[src/rtl/spi_pwm_multichannel.sv]
// SPI mode-0 slave (16-bit frames) driving a register file of per-channel PWM generators.
// Each channel has a prescaler and an 8-bit period counter, with duty/divider updates applied at the period boundary.
module spi_pwm_multichannel #(
  parameter int NUM_CH      = 8,
  parameter int SYNC_STAGES = 2
) (
  input  logic              clk,
  input  logic              rst_n,
  input  logic              SCLK,
  input  logic              COPI,
  input  logic              nCS,
  output logic              CIPO,
  output logic [NUM_CH-1:0] pwm_out
);

  typedef enum logic {ST_IDLE, ST_FRAME} spi_state_t;

  localparam logic [15:0] CH_MASK = (NUM_CH >= 16) ? 16'hFFFF
                                                   : 16'((32'd1 << NUM_CH) - 32'd1);

  // One extra flop on SCLK/nCS holds the previous synchronized sample for edge detection.
  logic [SYNC_STAGES:0]   r_sclk_q;
  logic [SYNC_STAGES:0]   r_ncs_q;
  logic [SYNC_STAGES-1:0] r_copi_q;

  logic w_sclk_rise, w_sclk_fall, w_ncs_rise, w_ncs_fall, w_ncs_s, w_copi_s;

  assign w_sclk_rise = r_sclk_q[SYNC_STAGES-1] & ~r_sclk_q[SYNC_STAGES];
  assign w_sclk_fall = ~r_sclk_q[SYNC_STAGES-1] & r_sclk_q[SYNC_STAGES];
  assign w_ncs_rise  = r_ncs_q[SYNC_STAGES-1] & ~r_ncs_q[SYNC_STAGES];
  assign w_ncs_fall  = ~r_ncs_q[SYNC_STAGES-1] & r_ncs_q[SYNC_STAGES];
  assign w_ncs_s     = r_ncs_q[SYNC_STAGES-1];
  assign w_copi_s    = r_copi_q[SYNC_STAGES-1];

  spi_state_t r_state, w_state_nxt;
  logic [4:0]  r_bit_cnt;
  logic [15:0] r_shift_in;
  logic [7:0]  r_shift_out;
  logic        r_cipo;

  logic [15:0] r_en;
  logic [15:0] r_pol;
  logic [7:0]  r_duty [NUM_CH];
  logic [7:0]  r_div  [NUM_CH];

  logic        w_commit, w_load_rd;
  logic [6:0]  w_wr_addr, w_rd_addr;
  logic [7:0]  w_wr_data, w_rd_data;

  assign w_wr_addr = r_shift_in[14:8];
  assign w_wr_data = r_shift_in[7:0];
  // At the 8th rising edge the address LSB is still on the synchronized COPI line.
  assign w_rd_addr = {r_shift_in[5:0], w_copi_s};

  // NOTE: every combinational output gets a default first, so no path can leave it unassigned and infer a latch.
  always_comb begin
    w_state_nxt = r_state;
    w_commit    = 1'b0;
    w_load_rd   = 1'b0;
    case (r_state)
      ST_IDLE: begin
        if (w_ncs_fall) w_state_nxt = ST_FRAME;
      end
      ST_FRAME: begin
        if (w_ncs_rise) begin
          w_state_nxt = ST_IDLE;
          w_commit    = (r_bit_cnt == 5'd16) && r_shift_in[15];
        end
        w_load_rd = w_sclk_rise && (r_bit_cnt == 5'd7) && !r_shift_in[6];
      end
      default: w_state_nxt = ST_IDLE;
    endcase
  end

  always_comb begin
    w_rd_data = 8'h00;
    case (w_rd_addr)
      7'h00:   w_rd_data = r_en[7:0];
      7'h01:   w_rd_data = r_en[15:8];
      7'h02:   w_rd_data = r_pol[7:0];
      7'h03:   w_rd_data = r_pol[15:8];
      7'h7F:   w_rd_data = 8'(NUM_CH);
      default: w_rd_data = 8'h00;
    endcase
    for (int i = 0; i < NUM_CH; i++) begin
      if (w_rd_addr == 7'(16 + i)) w_rd_data = r_duty[i];
      if (w_rd_addr == 7'(32 + i)) w_rd_data = r_div[i];
    end
  end

  // NOTE: sequential state is assigned with <= only, so every flop samples pre-edge values regardless of statement order.
  always_ff @(posedge clk) begin
    if (!rst_n) r_state <= ST_IDLE;
    else        r_state <= w_state_nxt;
  end

  always_ff @(posedge clk) begin
    if (!rst_n) begin
      r_sclk_q    <= '0;
      r_ncs_q     <= '0;
      r_copi_q    <= '0;
      r_bit_cnt   <= '0;
      r_shift_in  <= '0;
      r_shift_out <= '0;
      r_cipo      <= 1'b0;
    end else begin
      r_sclk_q <= {r_sclk_q[SYNC_STAGES-1:0], SCLK};
      r_ncs_q  <= {r_ncs_q[SYNC_STAGES-1:0], nCS};
      r_copi_q <= {r_copi_q[SYNC_STAGES-2:0], COPI};
      if (w_ncs_fall) begin
        r_bit_cnt   <= '0;
        r_shift_in  <= '0;
        r_shift_out <= '0;
        r_cipo      <= 1'b0;
      end else if (r_state == ST_FRAME) begin
        if (w_sclk_rise) begin
          r_shift_in <= {r_shift_in[14:0], w_copi_s};
          if (r_bit_cnt != 5'd31) r_bit_cnt <= r_bit_cnt + 5'd1;
          if (w_load_rd) r_shift_out <= w_rd_data;
        end
        if (w_sclk_fall && (r_bit_cnt >= 5'd8)) begin
          r_cipo      <= r_shift_out[7];
          r_shift_out <= {r_shift_out[6:0], 1'b0};
        end
      end
      if (w_ncs_s) r_cipo <= 1'b0;
    end
  end

  assign CIPO = r_cipo & ~w_ncs_s;

  // NOTE: the duty/divider arrays are cleared on reset because a known power-up output is required; plain RAM-style storage would skip this.
  always_ff @(posedge clk) begin
    if (!rst_n) begin
      r_en  <= '0;
      r_pol <= '0;
      for (int i = 0; i < NUM_CH; i++) begin
        r_duty[i] <= '0;
        r_div[i]  <= '0;
      end
    end else if (w_commit) begin
      case (w_wr_addr)
        7'h00:   r_en[7:0]   <= w_wr_data & CH_MASK[7:0];
        7'h01:   r_en[15:8]  <= w_wr_data & CH_MASK[15:8];
        7'h02:   r_pol[7:0]  <= w_wr_data & CH_MASK[7:0];
        7'h03:   r_pol[15:8] <= w_wr_data & CH_MASK[15:8];
        default: ;
      endcase
      for (int i = 0; i < NUM_CH; i++) begin
        if (w_wr_addr == 7'(16 + i)) r_duty[i] <= w_wr_data;
        if (w_wr_addr == 7'(32 + i)) r_div[i]  <= w_wr_data;
      end
    end
  end

  for (genvar g = 0; g < NUM_CH; g++) begin : g_ch
    logic [7:0] r_presc, r_period, r_duty_act, r_div_act;
    logic       r_pwm;
    logic       w_raw;

    assign w_raw      = r_period < r_duty_act;
    assign pwm_out[g] = r_pwm;

    always_ff @(posedge clk) begin
      if (!rst_n) begin
        r_presc    <= '0;
        r_period   <= '0;
        r_duty_act <= '0;
        r_div_act  <= '0;
        r_pwm      <= 1'b0;
      end else begin
        r_pwm <= r_en[g] ? (w_raw ^ r_pol[g]) : r_pol[g];
        if (!r_en[g]) begin
          r_presc    <= '0;
          r_period   <= '0;
          r_duty_act <= r_duty[g];
          r_div_act  <= r_div[g];
        end else if (r_presc == r_div_act) begin
          r_presc <= '0;
          // Shadows load only at the period wrap so a running period is never cut short.
          if (r_period == 8'd254) begin
            r_period   <= '0;
            r_duty_act <= r_duty[g];
            r_div_act  <= r_div[g];
          end else begin
            r_period <= r_period + 8'd1;
          end
        end else begin
          r_presc <= r_presc + 8'd1;
        end
      end
    end
  end

endmodule

[config.mk]
export PLATFORM = sky130hd
export DESIGN_NAME = spi_pwm_multichannel
export DESIGN_NICKNAME = d
export VERILOG_FILES = /design/src/rtl/spi_pwm_multichannel.sv
export SDC_FILE = /design/constraint.sdc
export NUM_CORES = 1
export LEC_CHECK = 0
export ABC_AREA = 1
export BUFFER_PORTS_ARGS = -buffer_cell sky130_fd_sc_hd__buf_2
export CAP_MARGIN = 10
export CELL_PAD_IN_SITES_DETAIL_PLACEMENT = 1
export CELL_PAD_IN_SITES_GLOBAL_PLACEMENT = 1
export CORE_MARGIN = 10
export CORE_UTILIZATION = 45
export DETAILED_ROUTE_END_ITERATION = 8
export GPL_TIMING_DRIVEN = 0
export PLACE_DENSITY_LB_ADDON = 0.1
export SLEW_MARGIN = 25
export SYNTH_ARGS = -nofsm -noshare
export SYNTH_HDL_FRONTEND = slang
export SYNTH_SLANG_ARGS = --single-unit
[constraint.sdc]
create_clock -name clk -period 3 [get_ports clk]
set_input_delay 0.15 -clock clk [delete_from_list [all_inputs] [get_ports clk]]
set_output_delay 0.15 -clock clk [all_outputs]
set_load 0.01 [all_outputs]
Word-level counts from Yosys, hierarchy flattened:

Memories as Yosys holds them, arrays and structs flattened.
Cells that the tools add are included.

* reduce and logical (&&, ||, !) cells: 41
* $add $sub $neg: 17
* bitwise gates (word level): 43
* equal/unequal tests: 70
* order comparisons: 9
* multiplexer cells: 171

Operators with widths (number)
* $mux 8: 91
* $add 8x1->8 const B: 16
* $eq 7x5->1 const B: 16
* $eq 7x6->1 const B: 16
* $mux 1: 78
* $eq 8x8->1: 8
* $eq 8x8->1 const B: 8
* $lt 8x8->1: 8
* $reduce_and 2->1: 20
* $ne 2x1->1 const B: 16
* $reduce_or 3->1: 9
* $pmux 8 s3: 1
* $or 1x1->1: 16
* $eq 7x2->1 const B: 2
* $logic_not 7->1: 2
* $not 1->1: 14
* $xor 1x1->1: 8
* $eq 7x7->1 const B: 1
* $reduce_and 3->1: 2
* $add 5x1->5 const B: 1
* $and 1x1->1: 5
* $eq 5x3->1 const B: 1
* $eq 5x5->1 const B: 1
* $ge 5x4->1 const B: 1
* other kinds (6): 10

* output and inout port bits: 9
* bits of input ports: 5
* register bits: 319
* memories kept: 2
* memory bits (writable): 128

Memory list
* r_div: words 8, bits a word 8, rd ports 8, clocked after memory_dff 0, wr ports 8, line 44 `logic [7:0] r_div [NUM_CH];`
* r_duty: words 8, bits a word 8, rd ports 8, clocked after memory_dff 0, wr ports 8, line 43 `logic [7:0] r_duty [NUM_CH];`

Longest topological paths before layout:

* word-level depth: 21
* mapped depth: 17

Worst setup path after synthesis:

Ideal clock, no wire load.

* path kind: flip-flop to flip-flop
* from: register r_bit_cnt[0]
* to: memory r_duty[0][0] (enable)
* setup slack: 0.927 ns
* arrival time: 1.744 ns
* cell stages (with the launch flop): 11
* path buffers: 0
* cells stage by stage: dfxtp_1 -> inv_1 -> ha_1 -> nand2_1 -> nor3_1 -> nand2_2 -> nor2_2 -> inv_2 -> nor3_1 -> nand2_1 -> nand2_1

RTL lines
* start: declaration: line 36 `logic [4:0] r_bit_cnt;`
* start signal: assignment: line 118 `if (r_bit_cnt != 5'd31) r_bit_cnt <= r_bit_cnt + 5'd1;`
* end: declaration: line 43

Final worst setup path:

* from: register r_shift_in[4]
* to: register r_shift_out[5]

* cells in the longest elaborated chain, start to end: 21
* elaborated cells between the ends (all ways): 39

RTL lines
* start: declaration: line 37 `logic [15:0] r_shift_in;`
* start signal: assignment: line 117 `r_shift_in <= {r_shift_in[14:0], w_copi_s};`
* $eq 7x7->1, or another cell as far along: line 77 `case (w_rd_addr)`
* $pmux 8 s3: line 77
* $mux 8: line 86 `if (w_rd_addr == 7'(16 + i)) w_rd_data = r_duty[i];`
* $mux 8: line 87 `if (w_rd_addr == 7'(32 + i)) w_rd_data = r_div[i];`
* $mux 8: line 86
* $mux 8: line 87
* $mux 8: line 86
* $mux 8: line 87
* (+5 left out)
* $mux 8: line 87
* $mux 8: line 86
* $mux 8: line 87
* $mux 8: line 86
* $mux 8 (*): line 87
* $mux 8 (*): line 119 `if (w_load_rd) r_shift_out <= w_rd_data;`
* $mux 8 (*): line 116 `if (w_sclk_rise) begin`
* $mux 8 (*): line 121 `if (w_sclk_fall && (r_bit_cnt >= 5'd8)) begin`
* end signal: assignment: line 119
* end signal: assignment: line 123 `r_shift_out <= {r_shift_out[6:0], 1'b0};`
* end: declaration: line 38 `logic [7:0] r_shift_out;`

Every way passes the cells marked *; elsewhere a longest branch is shown, timed or not. The select of a mux whose other input is x is not followed.
A chain may end at the register's enable or synchronous reset.

==> impl_metrics.ini <==
[run_status]
status = finished clean

[clocking]
clockBufferDepth = 3
tritoncts = built
clkSinkCount = 447
clkSlewWorstSetupHoldPaths_ns = 0.06
numCtsBuffers = 50
cts_setup_buffers = 0
htree_num_levels = 2
cts_root_buffer = clkbuf_16
clock_latency_ns = 0.61

[pwr]
seq_power_share = 0.498
clkPwrFrac = 0.471
p_total_mw = 12.9
p_switching_mw = 2.86
ir_drop_uv = 374
p_leak_nw = 8.98
switching_share = 0.222
share_comb_of_total_power = 0.031
p_per_area_nw_per_um2 = 567
p_int_mw = 10.0

[sta]
finalSetupTns_ns = 0
period_minus_slack_ns = 2.91
fmax_mhz = 344
setup_violations = 0
whs_ns = 0.0451
slew_headroom = 0.228
rsz0062_at_grt = false
clock-skew-final_ns = 0.0284
hold_viol = 0
worst_slew_pin_slew_ns = 1.16
finalCritPeriodShare = 0.969
slew_viol_final = 0

[place]
place.gp.congestion = 0.909
hpwl_um = 44900
numPortBuffers = 12

[route]
drt_pass1_iterations = 5
drc = 0
wl_per_cell_um = 19.0
ant_nets = 0
vias = 17019
wl_um = 60200
drt_iter0_drc = 859
via_per_inst = 5.38

[logic_synthesis]
synth.avg_cell_area_sq_um = 8.22
postSynthCellCount = 2462
synth_edf_count = 128
synth_fp_nets = 2550
synth-seq-cells = 447
netlist_area_sq_um = 20200
ys.flop_type = dfxtp_1
yosys_warnings = 0
synthArstFlopShare = 0
ys_seq_area_frac = 0.505
synth_cell_types = 53

[global_routing]
gr-total-overflow = 0
grt_usage = 0.224
grt_pass1_vias = 18106
grt_max_degree = 14
antenna_found_initial = 0
grt_first_pass_wirelength_um = 95900

[cells_and_area]
drive_above_1_share = 0.0751
multi_input_area_sq_um = 8560
nets = 2617
final_common_cell = nor2_1
syn_to_final_growth_pct = 12.3
seqCellArea_sq_um = 10200
layout_common_cells = nor2_1, nand2_1, dfxtp_1
n_fill_cell = 5370
num_antenna_cells = 0

[critical_path]
end_kind = flip-flop
worstSetupPathType = reg -> reg
rr_worst_depth = 15
crit_top_cell = nor2_1
worstPathArrival_ns = 3.39
r2r_slack_ns = 0.09
critPathMaxStageDelay_ns = 0.49
path_buf_inv = 2
critPathMaxFanout = 7
crit_slowest_cell = dfxtp_1
start_kind = flip-flop
required_ns = 3.49
cp_num_cells = 15
cp_top_family = simple AND/OR/NAND/NOR gates
crit_chain = inv_2, nand3_2, nor2_1, inv_2, nor2_1, nor2_1, nand4_1, nor2_1, nand4_1, nor2_1, nand4_1, nor2_1, nand4_1, nand2_1, a21oi_1

[floorplanning]
ioPinCount = 14
core_sq_um = 44300
die_w_um = 232
dieArea_sq_um = 53900
rows = 77
die_y_um = 232
start_util = 0.457

[hold_path]
hp-class = in -> reg
holdPathStages = 3

[job]
maxCapViolCount = 0
metrics by stage:
stage               cells  cell area (sq um)  setup slack [ns]   util
finish               3162              22700            0.0926  0.513
floorplan            2462              20200             0.927      -
global placement     3066              21000            -0.740  0.475
detailed placement   3066              21000            -0.683  0.475
global route         3162              22700          0.000433  0.513
CTS                  3162              22700             0.156  0.512
routing by layer:
metal  vias up  global-route usage  wire [um]
li1       8267                   -          -
met4         0               0.102       2520
met2       330               0.397      29900
met5         -                   0          0
met1      8290               0.264      25200
met3       132              0.0308       2510
cell type report:
cell class / count / share of cell area
sequential: 447 / 0.450
multi-input combinational: 1639 / 0.377
clock buffer: 86 / 0.0681
inverter: 306 / 0.0506
tap: 592 / 0.0326
buffer: 70 / 0.0139
timing repair buffer: 15 / 0.00397
clock inverter: 7 / 0.00363
state kept, by name, summed over array words and instances (netlist names), 16 cells and up:
| name | cells |
|---|---|
| g_ch.r_duty_act | 64 |
| r_div | 64 |
| g_ch.r_period | 64 |
| r_duty | 64 |
| g_ch.r_div_act | 64 |
| r_shift_in | 16 |
| g_ch.r_presc | 64 |
worst paths after layout:
kind / startpoint / end
min reg2reg: r_ncs_q[0] / r_ncs_q[1]
max: r_shift_in[4] / r_shift_out[5]
max reg2reg: r_shift_in[4] / r_shift_out[5]
min: rst_n / r_ncs_q[2]
worst min-delay path, delay by kind of cell:
family / cells / cell delay (ns)
buffers and inverters: 2 / 0.30
AND/OR/NAND/NOR: 1 / 0.16
what timing repair did:
item,CTS,global route
gates cloned,0,0
gates resized for setup,2,2
hold buffers,3,0
setup endpoints to repair,86,3
hold endpoints to repair,3,0
synthesized netlist by cell type (5+ instances only):
cell,count,area share
nor2_1,409,0.076
nand2_1,375,0.070
dfxtp_1,319,0.32
inv_1,285,0.053
o21ai_0,188,0.046
a21oi_1,166,0.041
edfxtp_1,128,0.19
ha_1,83,0.051
nand4_1,60,0.019
nor3_1,56,0.014
nand3_1,55,0.014
clkbuf_1,48,0.0089
or2_2,46,0.014
xor2_1,37,0.016
nor3b_1,32,0.012
inv_2,20,0.0037
o21ai_1,15,0.0037
a211oi_1,12,0.0045
a221oi_1,9,0.0039
buf_2,9,0.0022
o22ai_1,9,0.0028
a22oi_1,8,0.0030
buf_4,8,0.0030
o21bai_1,8,0.0030
a21o_1,6,0.0022
o21a_1,6,0.0022
a311oi_1,5,0.0022
a31oi_1,5,0.0015
and3_1,5,0.0015
logic make-up after synthesis:
logic type	Yosys count	share of synthesized area
adder cells (fa/ha/maj)	83	0.0513
AO/OA/AOI/OAI	446	0.121
buffers and inverters	376	0.0719
flip-flops	447	0.505
AND/OR/NAND/NOR	1069	0.232
XOR/XNOR	41	0.0177
power groups by stage:
| stage | combinational (mW) | sequential [mW] | clock [mW] |
|---|---|---|---|
| after floorplan | 0.269 | 6.50 | 0 |
| after global routing | 0.455 | 6.43 | 6.42 |
| after detailed placement | 0.395 | 6.55 | 0 |
| after global placement | 0.376 | 6.54 | 0 |
| final | 0.401 | 6.42 | 6.07 |
| after CTS | 0.403 | 6.42 | 6.18 |
Note: power is estimated with default switching activity, not from simulation.
